===== config.mk =====
export PLATFORM = sky130hd
export DESIGN_NAME = id_ex_hazard_reg
export DESIGN_NICKNAME = d
export VERILOG_FILES = /design/src/rtl/cpu_pkg.sv /design/src/rtl/id_ex_hazard_reg_hazard_detect.sv /design/src/rtl/id_ex_hazard_reg.sv
export SDC_FILE = /design/constraint.sdc
export NUM_CORES = 1
export LEC_CHECK = 0
export ABC_AREA = 0
export BUFFER_PORTS_ARGS = -buffer_cell sky130_fd_sc_hd__buf_2
export CAP_MARGIN = 40
export CORE_AREA = 5 5 123 125
export CTS_BUF_LIST = sky130_fd_sc_hd__clkbuf_4
export CTS_CLUSTER_DIAMETER = 50
export DETAILED_ROUTE_END_ITERATION = 7
export DIE_AREA = 0 0 128 130
export PLACE_DENSITY = 0.71
export REMOVE_ABC_BUFFERS = 1
export SETUP_SLACK_MARGIN = 0.02
export SYNTH_ARGS = -nofsm -noshare
export SYNTH_HDL_FRONTEND = slang
export SYNTH_SLANG_ARGS = --single-unit

===== constraint.sdc =====
create_clock -name clk -period 3.45 [get_ports clk]
set_input_delay 0.1725 -clock clk [delete_from_list [all_inputs] [get_ports clk]]
set_output_delay 0.1725 -clock clk [all_outputs]
set_load 0.005 [all_outputs]

===== src/rtl/cpu_pkg.sv =====
// Shared definitions for the 32-bit in-order core.
//
// Contents:
//   - register index / data widths
//   - ALU command width and codes
//   - branch type encodings
//   - id_ex_ctrl_t: packed decoded control bundle carried from ID to EX
//   - slot_match(): a pipeline slot produces a value a source register needs
package cpu_pkg;

    localparam int REG_IDX_W = 5;
    localparam int DATA_W    = 32;
    localparam int ALU_CMD_W = 4;

    localparam logic [ALU_CMD_W-1:0] ALU_ADD = 4'b0000;
    localparam logic [ALU_CMD_W-1:0] ALU_SUB = 4'b0001;
    localparam logic [ALU_CMD_W-1:0] ALU_AND = 4'b0010;
    localparam logic [ALU_CMD_W-1:0] ALU_OR  = 4'b0011;
    localparam logic [ALU_CMD_W-1:0] ALU_XOR = 4'b0100;
    localparam logic [ALU_CMD_W-1:0] ALU_SLL = 4'b0101;
    localparam logic [ALU_CMD_W-1:0] ALU_SRL = 4'b0110;
    localparam logic [ALU_CMD_W-1:0] ALU_SLT = 4'b0111;

    localparam logic [1:0] BR_JMP = 2'b00;
    localparam logic [1:0] BR_BEZ = 2'b01;
    localparam logic [1:0] BR_BNE = 2'b10;

    typedef struct packed {
        logic [ALU_CMD_W-1:0] alu_cmd;
        logic                 mem_read;
        logic                 mem_write;
        logic                 wb_en;
        logic                 is_imm;
        logic                 is_branch;
        logic [1:0]           branch_type;
    } id_ex_ctrl_t;

    // r0 is hardwired to zero, so a write to it never feeds anybody.
    function automatic logic slot_match(input logic                 slot_v,
                                        input logic                 slot_wb,
                                        input logic [REG_IDX_W-1:0] slot_dest,
                                        input logic [REG_IDX_W-1:0] src);
        return slot_v & slot_wb & (slot_dest == src) & (src != '0);
    endfunction

endpackage


===== src/rtl/id_ex_hazard_reg_hazard_detect.sv =====
// hazard_detect: combinational RAW check of the ID sources against the EX
// slot and the shadow MEM slot.
//
// Ports:
//   src1, src2, uses_src2          ID source registers; src2 only if read
//   ex_v, ex_wb, ex_mem_read,
//   ex_dest                        instruction currently in EX
//   mem_v, mem_wb, mem_dest        shadow of the instruction now in MEM
//   hazard                         ID must not advance this cycle
//
// With FORWARD_EN=1 only a load in EX can't be bypassed (its data arrives
// after EX needs it); everything else is forwarded downstream.
module hazard_detect
    import cpu_pkg::*;
#(
    parameter bit FORWARD_EN = 1'b1
) (
    input  logic [REG_IDX_W-1:0] src1,
    input  logic [REG_IDX_W-1:0] src2,
    input  logic                 uses_src2,
    input  logic                 ex_v,
    input  logic                 ex_wb,
    input  logic                 ex_mem_read,
    input  logic [REG_IDX_W-1:0] ex_dest,
    input  logic                 mem_v,
    input  logic                 mem_wb,
    input  logic [REG_IDX_W-1:0] mem_dest,
    output logic                 hazard
);

    logic ex_hit;
    logic mem_hit;

    always_comb begin
        ex_hit  = slot_match(ex_v, ex_wb, ex_dest, src1)
                | (uses_src2 & slot_match(ex_v, ex_wb, ex_dest, src2));
        mem_hit = slot_match(mem_v, mem_wb, mem_dest, src1)
                | (uses_src2 & slot_match(mem_v, mem_wb, mem_dest, src2));
        hazard  = FORWARD_EN ? (ex_hit & ex_mem_read) : (ex_hit | mem_hit);
    end

endmodule


===== src/rtl/id_ex_hazard_reg.sv =====
// id_ex_hazard_reg: ID/EX pipeline register with RAW hazard stalls and
// branch flush.
//
// Ports:
//   clk, rst            rising-edge clock, synchronous active-high reset
//   freeze              MEM wait: hold every register, stall ID
//   br_taken            branch taken in EX: flush the ID instruction
//   id_*                decoded instruction bundle from the decoder
//   ex_*                registered EX bundle (all zero when a bubble)
//   id_stall            combinational: hold PC and IF/ID this cycle
//   stall_cnt           saturating count of hazard bubbles inserted
//
// Handshake: id_valid marks a real instruction in ID. It is consumed on
// a clock edge where id_stall=0 and br_taken=0; while id_stall=1 the
// upstream stage must present the same instruction again. ex_valid marks
// a real instruction in EX and carries no backpressure.
//
// A shadow MEM slot (valid, dest, wb_en) remembers what left EX last cycle,
// which is all the no-forwarding hazard check needs from MEM.
module id_ex_hazard_reg
    import cpu_pkg::*;
#(
    parameter bit          FORWARD_EN = 1'b1,
    parameter int unsigned CNT_W      = 16
) (
    input  logic              clk,
    input  logic              rst,
    input  logic              freeze,
    input  logic              br_taken,
    input  logic              id_valid,
    input  logic [3:0]        id_alu_cmd,
    input  logic              id_mem_read,
    input  logic              id_mem_write,
    input  logic              id_wb_en,
    input  logic              id_is_imm,
    input  logic              id_is_branch,
    input  logic [1:0]        id_branch_type,
    input  logic [4:0]        id_src1,
    input  logic [4:0]        id_src2,
    input  logic [4:0]        id_dest,
    input  logic              id_uses_src2,
    input  logic [31:0]       id_val1,
    input  logic [31:0]       id_val2,
    input  logic [31:0]       id_imm,
    input  logic [31:0]       id_pc,
    output logic              ex_valid,
    output logic [3:0]        ex_alu_cmd,
    output logic              ex_mem_read,
    output logic              ex_mem_write,
    output logic              ex_wb_en,
    output logic              ex_is_imm,
    output logic              ex_is_branch,
    output logic [1:0]        ex_branch_type,
    output logic [4:0]        ex_dest,
    output logic [31:0]       ex_val1,
    output logic [31:0]       ex_val2,
    output logic [31:0]       ex_imm,
    output logic [31:0]       ex_pc,
    output logic              id_stall,
    output logic [CNT_W-1:0]  stall_cnt
);

    id_ex_ctrl_t          id_ctrl;
    logic                 hazard;

    logic                 ex_valid_q,  ex_valid_d;
    id_ex_ctrl_t          ex_ctrl_q,   ex_ctrl_d;
    logic [REG_IDX_W-1:0] ex_dest_q,   ex_dest_d;
    logic [DATA_W-1:0]    ex_val1_q,   ex_val1_d;
    logic [DATA_W-1:0]    ex_val2_q,   ex_val2_d;
    logic [DATA_W-1:0]    ex_imm_q,    ex_imm_d;
    logic [DATA_W-1:0]    ex_pc_q,     ex_pc_d;
    logic                 mem_v_q,     mem_v_d;
    logic [REG_IDX_W-1:0] mem_dest_q,  mem_dest_d;
    logic                 mem_wb_q,    mem_wb_d;
    logic [CNT_W-1:0]     stall_cnt_q, stall_cnt_d;

    assign id_ctrl = '{alu_cmd:     id_alu_cmd,
                       mem_read:    id_mem_read,
                       mem_write:   id_mem_write,
                       wb_en:       id_wb_en,
                       is_imm:      id_is_imm,
                       is_branch:   id_is_branch,
                       branch_type: id_branch_type};

    hazard_detect #(
        .FORWARD_EN (FORWARD_EN)
    ) u_hazard_detect (
        .src1        (id_src1),
        .src2        (id_src2),
        .uses_src2   (id_uses_src2),
        .ex_v        (ex_valid_q),
        .ex_wb       (ex_ctrl_q.wb_en),
        .ex_mem_read (ex_ctrl_q.mem_read),
        .ex_dest     (ex_dest_q),
        .mem_v       (mem_v_q),
        .mem_wb      (mem_wb_q),
        .mem_dest    (mem_dest_q),
        .hazard      (hazard)
    );

    // A flushed instruction is thrown away, so it is not reported as stalled.
    assign id_stall = freeze | (id_valid & ~br_taken & hazard);

    always_comb begin
        // Default: hold everything (this is the freeze behaviour).
        ex_valid_d  = ex_valid_q;
        ex_ctrl_d   = ex_ctrl_q;
        ex_dest_d   = ex_dest_q;
        ex_val1_d   = ex_val1_q;
        ex_val2_d   = ex_val2_q;
        ex_imm_d    = ex_imm_q;
        ex_pc_d     = ex_pc_q;
        mem_v_d     = mem_v_q;
        mem_dest_d  = mem_dest_q;
        mem_wb_d    = mem_wb_q;
        stall_cnt_d = stall_cnt_q;

        if (!freeze) begin
            // Whatever sits in EX always moves on into the shadow slot.
            mem_v_d    = ex_valid_q;
            mem_dest_d = ex_dest_q;
            mem_wb_d   = ex_ctrl_q.wb_en;

            // Bubble by default; only a clean, valid ID instruction enters.
            ex_valid_d = 1'b0;
            ex_ctrl_d  = '0;
            ex_dest_d  = '0;
            ex_val1_d  = '0;
            ex_val2_d  = '0;
            ex_imm_d   = '0;
            ex_pc_d    = '0;

            if (br_taken) begin
                // flush: bubble already selected, counter untouched
            end else if (hazard && id_valid) begin
                if (stall_cnt_q != '1) begin
                    stall_cnt_d = stall_cnt_q + CNT_W'(1);
                end
            end else if (id_valid) begin
                ex_valid_d = 1'b1;
                ex_ctrl_d  = id_ctrl;
                ex_dest_d  = id_dest;
                ex_val1_d  = id_val1;
                ex_val2_d  = id_val2;
                ex_imm_d   = id_imm;
                ex_pc_d    = id_pc;
            end
        end
    end

    always_ff @(posedge clk) begin
        if (rst) begin
            ex_valid_q  <= 1'b0;
            ex_ctrl_q   <= '0;
            ex_dest_q   <= '0;
            ex_val1_q   <= '0;
            ex_val2_q   <= '0;
            ex_imm_q    <= '0;
            ex_pc_q     <= '0;
            mem_v_q     <= 1'b0;
            mem_dest_q  <= '0;
            mem_wb_q    <= 1'b0;
            stall_cnt_q <= '0;
        end else begin
            ex_valid_q  <= ex_valid_d;
            ex_ctrl_q   <= ex_ctrl_d;
            ex_dest_q   <= ex_dest_d;
            ex_val1_q   <= ex_val1_d;
            ex_val2_q   <= ex_val2_d;
            ex_imm_q    <= ex_imm_d;
            ex_pc_q     <= ex_pc_d;
            mem_v_q     <= mem_v_d;
            mem_dest_q  <= mem_dest_d;
            mem_wb_q    <= mem_wb_d;
            stall_cnt_q <= stall_cnt_d;
        end
    end

    assign ex_valid       = ex_valid_q;
    assign ex_alu_cmd     = ex_ctrl_q.alu_cmd;
    assign ex_mem_read    = ex_ctrl_q.mem_read;
    assign ex_mem_write   = ex_ctrl_q.mem_write;
    assign ex_wb_en       = ex_ctrl_q.wb_en;
    assign ex_is_imm      = ex_ctrl_q.is_imm;
    assign ex_is_branch   = ex_ctrl_q.is_branch;
    assign ex_branch_type = ex_ctrl_q.branch_type;
    assign ex_dest        = ex_dest_q;
    assign ex_val1        = ex_val1_q;
    assign ex_val2        = ex_val2_q;
    assign ex_imm         = ex_imm_q;
    assign ex_pc          = ex_pc_q;
    assign stall_cnt      = stall_cnt_q;

endmodule


==> impl_metrics.toml, run 1 <==
[critical_path]
reg2regPathDepth = 6
critPathArrivalTime_ns = 3.12
path_cells = "xor2_1 > nor4_4 > a32oi_4 > and3b_4 > buf_12 > a22o_1"
end_kind = "flop"
crit_type = "flop to flop"
crit_required_ns = 3.91
cp-start-kind = "flop"
r2r_end = "ex_imm[20]$_SDFFE_PP0N_"
cp_max_fo = 144
reg2reg_from = "ex_dest[3]$_SDFFE_PP0N_"
cp_slowest_cell = "a32oi_4"
rrSetupSlack_ns = 0.79
critPathMaxStageDelay_ns = 0.62

[global_route]
grt_overflow = 0
antenna_found_initial = 0
grt_pass1_vias = 5723
grt_usage_pct = 21.58
grt_max_degree = 145
grt_pass1_wl_mm = 28.70

[synthesis]
synth_top_area_share_pct = 59.53
netlist_area_um2 = 5414
synth-seq-cells = 161
synth_top_area_cell = "dfxtp_1"
yosysWarnings = 0
synth_seq_area_share_pct = 59.53
synth_area_leaders = "dfxtp_1 60%, a22o_1 23%, mux2_2 1.7%, buf_6 1.5%, clkbuf_1 1.4%"
synth_area_per_cell_um2 = 12.03
ys_types = 35
syn_inst = 450

[layout]
nFillCells = 1043
final_nets = 1061
drive_gt1_share_pct = 40.11
area.growth.synth_to_final_pct = 62.61
utilization_pct = 63.92

[cts]
cts_tree = "built"
cts_buffers = 17
clockBufferDepth = 2
cts.sinks = 161
cts_root_buffer = "clkbuf_4"
clk_latency_ns = 0.52
h-tree-depth = 4
path_clk_slew_ns = 0.12
post_cts_resized = 0
hold_buffers = 145
post-cts-setup-buffers = 0

[sta]
post-route-min-period_ns = 2.664
period_share_pct = 77.23
whs_ns = 0.08017
tns_ns = 0
rsz0062_at_grt = "false"
slew_violations = 0
skew_ns = 0.01890
clock.fmax_ghz = 0.3753
setup_viol = 0
slew_headroom_pct = 48.00
final-hold-violation-count = 0
tightest_slew_ns = 0.7784

[route]
firstDrtPassIters = 5
wl_mm = 18.84
num_vias = 5586
drtAntennaViolNets = 0
first_iter_violations = 390
post_drt_via_cell_ratio = 5.120
wire_per_inst_um = 17.27
drc = 0

[die]
dieWidth_um = 128
die-height_um = 130
core_um2 = 13770
io_pins = 322
initial_utilization_pct = 39.31
rows = 43
dieArea_um2 = 16640

[power_and_ir_drop]
ir_drop_mv = 0.2581
powerDensity_nw_per_um2 = 381.6
p_leak_uw = 0.004250

[outcome]
outcome = "complete, no violations"

[placed_design]
gp_congestion = 0.8161
dp_hpwl_mm = 11.43
io_buffers = 321

[hold_path]
worstHoldStart = "rst"
hp-class = "input port to flop"
hold_end = "ex_valid$_SDFFE_PP0N_"
min_delay_path_depth = 2

[run]
maxCapViolations = 0
[cell usage in the layout (no fill, tap or decap), types with 2 or more instances in the layout]
cell / synthesis / final
buf_2: 11 / 321
dfxtp_1: 161 / 161
dlygate4sd3_1: 0 / 145
a22o_1: 144 / 144
clkbuf_4: 0 / 18
nor2_1: 11 / 11
a21oi_1: 8 / 8
nor2b_1: 9 / 8
mux2_2: 8 / 8
nand3_1: 7 / 7
nor3_1: 6 / 6
xor2_1: 6 / 6
o21ai_0: 6 / 6
nor4_1: 5 / 5
nand2_1: 5 / 5
or3_1: 5 / 5
clkinvlp_4: 0 / 5
nand4_1: 4 / 4
nand2b_1: 3 / 3
and3_1: 3 / 3
o31ai_1: 3 / 3
or4_1: 3 / 3
inv_1: 2 / 2
bufinv_16: 0 / 2
clkinv_1: 0 / 2
buf_12: 0 / 2
[critical path: cells and delay by family, from the launching register on]
family | cells | cell delay (ns)
compound gates | 2 | 0.88
buf+inv | 1 | 0.40
flops | 1 | 0.46
simple gates | 2 | 0.42
xor+xnor | 1 | 0.27
[worst max path at each step]
| stage | startpoint | slack (ns) | depth (start not counted) | to |
|---|---|---|---|---|
| 6_report | ex_dest[3]$_SDFFE_PP0N_ | 0.79 | 6 | ex_imm[20]$_SDFFE_PP0N_ |
| 5_1_grt | ex_dest[3]$_SDFFE_PP0N_ | 0.66 | 6 | ex_val2[27]$_SDFFE_PP0N_ |
| 4_1_cts | ex_dest[3]$_SDFFE_PP0N_ | 0.90 | 6 | ex_imm[20]$_SDFFE_PP0N_ |
| 3_5_place_dp | ex_dest[3]$_SDFFE_PP0N_ | 0.92 | 6 | ex_val2[26]$_SDFFE_PP0N_ |
| 3_3_place_gp | ex_dest[3]$_SDFFE_PP0N_ | 1.02 | 6 | ex_imm[16]$_SDFFE_PP0N_ |
| 2_1_floorplan | rst | -1.97 | 2 | ex_alu_cmd[0]$_SDFFE_PP0N_ |
[flip-flops by register name, summed over array words and instances (netlist names), 2 cells and up]
name,cells
ex_pc,32
ex_val2,32
ex_imm,32
ex_dest,5
ex_alu_cmd,4
ex_branch_type,2
ex_val1,32
stall_cnt,16
[power breakdown]
group          leakage [µW]  internal [µW]  switching, µW
clock              0.000123            420            621
sequential          0.00130           1900           24.6
combinational       0.00282            243            150
total               0.00425           2560            796
[synthesized netlist by cell type]
library cell,instances
a21o_1,1
a21oi_1,8
a22o_1,144
a22oi_1,1
a32oi_4,1
and3_1,3
and3b_1,1
and4_1,1
buf_2,11
buf_6,7
clkbuf_1,20
dfxtp_1,161
ha_1,1
inv_1,2
mux2_2,8
nand2_1,5
nand2b_1,3
nand3_1,7
nand4_1,4
nor2_1,11
nor2b_1,9
nor3_1,6
nor4_1,5
nor4_2,1
nor4_4,1
nor4b_1,1
o2111ai_1,1
o21ai_0,6
o21bai_1,1
o31ai_1,3
or3_1,5
or3b_2,1
or4_1,3
xnor2_1,1
xor2_1,6
[cell families after synthesis]
| kind of cell | synth area share [%] |
|---|---|
| compound gates | 26.09 |
| flops | 59.53 |
| simple gates | 7.349 |
| buf+inv | 3.998 |
| mux | 1.664 |
| xor+xnor | 1.132 |
| fa+ha+maj | 0.2311 |
[layer usage]
| layer | wire, µm | vias to the layer above | track usage [%] |
|---|---|---|---|
| met5 | 0 | - | 0 |
| met4 | 475 | 0 | 9.301 |
| met3 | 1620 | 43 | 6.631 |
| met2 | 9500 | 308 | 37.55 |
| met1 | 7243 | 2610 | 24.58 |
| li1 | - | 2625 | - |
[through the flow]
stage	worst slack (ns)	area [µm²]	total power, µW	instances
finish	0.7855	8803	3359	1091
global route	0.6621	8801	3505	1090
CTS	0.8984	8801	3383	1090
detailed placement	0.9167	7096	2216	916
global placement	1.019	7096	2210	916
floorplan	-1.973	5205	2053	412
[layout make-up]
cell class / instances / area, µm² / share of cell area [%]
clock buffers: 18 / 135.1 / 1.535
diodes: 1 / 2.502 / 0.02843
clock inverters: 11 / 118.9 / 1.350
multi-input cells: 249 / 1986 / 22.56
repair buffers: 469 / 3105 / 35.28
inverters: 2 / 7.507 / 0.08528
well taps: 180 / 225.2 / 2.558
flip-flops and latches: 161 / 3223 / 36.61
Power figures use the tool's default switching activity.
==> run 2, diff against run 1 <==
==> constraint.sdc (replaced) <==
create_clock -name clk -period 2.7 [get_ports clk]
set_input_delay 0.135 -clock clk [delete_from_list [all_inputs] [get_ports clk]]
set_output_delay 0.135 -clock clk [all_outputs]
set_load 0.005 [all_outputs]
==> impl_metrics.toml, run 2 (same netlist as run 1, synthesis figures left out) <==
[sta]
slew_headroom_pct = 45.78
rsz0062_at_grt = "false"
period_share_pct = 90.17
clock.fmax_ghz = 0.4107
setup_viol = 0
post-route-min-period_ns = 2.435
setup_slack_ns = 0.2653
slew_violations = 0
final-hold-violation-count = 0
skew_ns = 0.02036
tightest_slew_ns = 0.8134

[cts]
cts_buffers = 17
path_clk_slew_ns = 0.13
cts_root_buffer = "clkbuf_4"
h-tree-depth = 4
post_cts_resized = 0
clockBufferDepth = 2
clk_latency_ns = 0.54
cts.sinks = 161
cts_tree = "built"

[critical_path]
cp-start-kind = "flop"
reg2reg_from = "ex_dest[2]$_SDFFE_PP0N_"
critPathMaxStageDelay_ns = 0.64
end_kind = "flop"
crit_required_ns = 3.18
crit_path_start = "ex_dest[2]$_SDFFE_PP0N_"
cp_slowest_cell = "a32oi_4"
cp_max_fo = 82
critPathArrivalTime_ns = 2.91
path_cells = "xor2_1 > nor4_4 > a32oi_4 > and3b_4 > buf_12 > a22o_1"
crit_type = "flop to flop"

[global_route]
grt_overflow = 0
grt_pass1_wl_mm = 29.35
antenna_found_initial = 1
use_met2_pct = 37.43
grtUsageMet1_pct = 24.19
busiest_layer = "met2"
grt_pass1_vias = 5792
grt_max_degree = 83
grt_use_met3_pct = 7.286
grt_usage_pct = 21.91

[hold_path]
worstHoldStart = "id_valid"
hp-class = "input port to flop"

[route]
num_vias = 5616
drtAntennaViolNets = 0
drc = 0
firstDrtPassIters = 5
first_iter_violations = 321
post_drt_via_cell_ratio = 5.101
wire_per_inst_um = 17.14
wl_mm = 18.88

[die]
die-height_um = 130
rows = 43
core_um2 = 13770
initial_utilization_pct = 39.31
dieWidth_um = 128
io_pins = 322
dieArea_um2 = 16640

[power_and_ir_drop]
p_leak_uw = 0.004330
ir_drop_mv = 0.3183
powerDensity_nw_per_um2 = 519.1
fin_total_pwr_uw = 4638

[placed_design]
dpl_cell_area_um2 = 7103
io_buffers = 321
dp_hpwl_mm = 11.69
pre_cts_ws_ns = 0.3387
gp_congestion = 0.8605

[layout]
postLayoutCellArea_um2 = 8935
area.growth.synth_to_final_pct = 65.03
final_cell_mix = "321 x buf_2, 161 x dfxtp_1, 147 x dlygate4sd3_1"
final_common_cell = "buf_2"
drive_gt1_share_pct = 40.39
final_nets = 1064

[outcome]
outcome = "complete, no violations"

[run]
maxCapViolations = 0
run 2: area by class of cell:
class	count	area (µm²)
fill	1030	4838
sequential	161	3223
timing repair buffer	472	3133
multi-input combinational	249	1986
tap	180	225.2
clock inverter	14	212.7
clock buffer	18	135.1
antenna	5	12.51
inverter	2	7.507
run 2: critical path, delay by kind of cell, from the launching register on:
family,cells,cell delay (ns)
compound gates,2,0.85
simple gates,2,0.45
flops,1,0.43
buf+inv,1,0.30
xor+xnor,1,0.28
run 2: per-layer routing:
metal  routed length [µm]  part of all wire, %
met1                 7120                   38
met2                 9368                   50
met3                 1752                  9.3
met4                  634                  3.4
met5                    0                    0
run 2: power breakdown:
part | total [µW] | internal (µW) | switching (µW)
combinational | 503 | 311 | 191
clock | 1670 | 839 | 835
sequential | 2460 | 2430 | 31.7
run 2: path summary, 6_finish.rpt:
check                           slack (ns)  cells past startpoint                         end
worst max-delay path                  0.27                      6    ex_val1[19]$_SDFFE_PP0N_
worst min-delay path                  0.26                      6  stall_cnt[13]$_SDFFE_PP0P_
worst max register to register        0.27                      6    ex_val1[19]$_SDFFE_PP0N_
worst min register to register        0.48                      1     ex_val2[7]$_SDFFE_PP0N_
run 2: stage by stage:
stage	TNS [ns]	hold WS (ns)	cells	util [%]
2_1_floorplan	-386.73	0.2041	412	-
3_3_place_gp	0	0.3491	917	51.57
3_5_place_dp	0	0.3542	917	51.57
4_1_cts	0	0.1618	1096	64.78
5_1_grt	0	0.2064	1097	64.80
6_report	0	0.2555	1101	64.87
run 2: what timing repair did:
item,in CTS,in global routing
setup buffers,0,0
hold buffers,147,0
endpoints found under the hold margin,146,0
==> run 3, diff against run 2 <==
--- a/config.mk
+++ b/config.mk
@@ -13,7 +13,7 @@
 export CTS_CLUSTER_DIAMETER = 50
 export DETAILED_ROUTE_END_ITERATION = 7
 export DIE_AREA = 0 0 128 130
-export PLACE_DENSITY = 0.71
+export PLACE_DENSITY = 0.76
 export REMOVE_ABC_BUFFERS = 1
 export SETUP_SLACK_MARGIN = 0.02
 export SYNTH_ARGS = -nofsm -noshare
==> impl_metrics.toml, run 3 (same netlist as run 1, synthesis figures left out) <==
[hold_path]
min_delay_path_depth = 2
hp-class = "input port to flop"

[global_route]
antenna_found_initial = 0
grt_overflow = 0
grt_pass1_wl_mm = 29.94
grt_pass1_vias = 5883
grt_usage_pct = 22.56
grt_max_degree = 90

[die]
io_pins = 322
dieArea_um2 = 16640
die-height_um = 130
rows = 43
dieWidth_um = 128
initial_utilization_pct = 39.31
core_um2 = 13770

[cts]
cts_root_buffer = "clkbuf_4"
post_cts_resized = 0
clockBufferDepth = 2
path_clk_slew_ns = 0.15
h-tree-depth = 4
post-cts-setup-buffers = 0
cts_buffers = 17
clk_latency_ns = 0.54
cts_tree = "built"
cts.sinks = 161

[outcome]
outcome = "complete, no violations"

[power_and_ir_drop]
fin_total_pwr_uw = 4323
p_leak_uw = 0.004280
powerDensity_nw_per_um2 = 487.6
ir_drop_mv = 0.3551

[run]
maxCapViolations = 0

[sta]
final-hold-violation-count = 0
slew_headroom_pct = 64.66
rsz0062_at_grt = "false"
clock.fmax_ghz = 0.4199
skew_ns = 0.02360
tightest_slew_ns = 0.5288
setup_viol = 0
whs_ns = 0.05000
post-route-min-period_ns = 2.382
slew_violations = 0
period_share_pct = 88.20

[critical_path]
critPathArrivalTime_ns = 2.25
cp_max_fo = 17
rrSetupSlack_ns = 0.41
end_kind = "output pin"
reg2regPathDepth = 7
cp-start-kind = "flop"
cp_num_cells = 6
crit_buf_inv = 2
path_cells = "xor2_1 > nor4_4 > a32oi_4 > buf_4 > o21bai_1 > buf_2"
reg2reg_from = "ex_dest[0]$_SDFFE_PP0N_"
crit_type = "flop to output pin"
critPathMaxStageDelay_ns = 0.44
cp_top_family = "compound AO/OA/AOI/OAI gates"
crit_path_end = "id_stall"
crit_required_ns = 2.57
cp_slowest_cell = "dfxtp_1"
crit_path_start = "ex_dest[0]$_SDFFE_PP0N_"
r2r_end = "ex_valid$_SDFFE_PP0N_"

[layout]
seqCellArea_um2 = 3223
final_cell_mix = "321 x buf_2, 161 x dfxtp_1, 146 x dlygate4sd3_1"
multi_input_area_um2 = 1986
final_common_cell = "buf_2"
finalNonFillerCells = 1100
drive_gt1_share_pct = 40.28
final_nets = 1064
nFillCells = 1032
area.growth.synth_to_final_pct = 63.76

[placed_design]
dpl.cell_count = 918
gp_congestion = 0.8817
dp_hpwl_mm = 11.74
io_buffers = 321

[route]
drtAntennaViolNets = 0
wire_per_inst_um = 17.75
firstDrtPassIters = 4
wl_mm = 19.53
drc = 0
num_vias = 5512
first_iter_violations = 373
post_drt_via_cell_ratio = 5.011
## run 3: worst min path at each step
stage,slack (ns),start,endpoint
after floorplan,0.20,rst,stall_cnt[0]$_SDFFE_PP0P_
after global placement,0.35,id_val1[18],ex_val1[18]$_SDFFE_PP0N_
after detailed placement,0.35,id_val1[13],ex_val1[13]$_SDFFE_PP0N_
final,0.05,rst,stall_cnt[9]$_SDFFE_PP0P_
after CTS,0.00009,rst,stall_cnt[14]$_SDFFE_PP0P_
after global routing,0.04,rst,stall_cnt[9]$_SDFFE_PP0P_
## run 3: metal layers
| layer | global-route usage (%) | vias to the layer above | routed length, µm |
|---|---|---|---|
| met5 | 0 | - | 0 |
| met4 | 8.489 | 0 | 518 |
| met2 | 41.19 | 248 | 10340 |
| met3 | 8.801 | 42 | 1637 |
| met1 | 23.41 | 2592 | 7033 |
| li1 | - | 2630 | - |
## run 3: repair_timing
action / in CTS / in global routing
hold endpoints to repair: 145 / 0
hold buffers: 146 / 0
setup endpoints to repair: 0 / 0
## run 3: worst register-to-register path, stage by stage, from the launching register on
cell and delay, ns:
dfxtp_1 0.44, xor2_1 0.27, nor4_4 0.10, a32oi_4 0.40, buf_4 0.28, a22oi_1 0.08, nor2_1 0.10, dlygate4sd3_1 0.55
## run 3: final cells by class
| class | instances | area share [%] |
|---|---|---|
| clock buffer | 17 | 1.439 |
| multi-input combinational | 249 | 22.40 |
| antenna | 4 | 0.1129 |
| clock inverter | 15 | 1.482 |
| sequential | 161 | 36.35 |
| inverter | 2 | 0.08467 |
| tap | 180 | 2.540 |
| timing repair buffer | 472 | 35.59 |
## run 3: stage by stage
| step | utilization, % | cell area (µm²) | setup WS, ns | TNS (ns) |
|---|---|---|---|---|
| 2_1_floorplan | - | 5205 | -2.686 | -386.73 |
| 3_3_place_gp | 51.81 | 7136 | 0.5641 | 0 |
| 3_5_place_dp | 51.81 | 7136 | 0.4898 | 0 |
| 4_1_cts | 64.30 | 8856 | 0.3097 | 0 |
| 5_1_grt | 64.30 | 8856 | 0.1314 | 0 |
| 6_report | 64.37 | 8866 | 0.3185 | 0 |
## run 3: power by group
| part | leakage, µW | internal, µW | switching, µW |
|---|---|---|---|
| logic | 0.00284 | 315 | 196 |
| registers | 0.00130 | 2430 | 31.8 |
| clock network | 0.000130 | 465 | 886 |
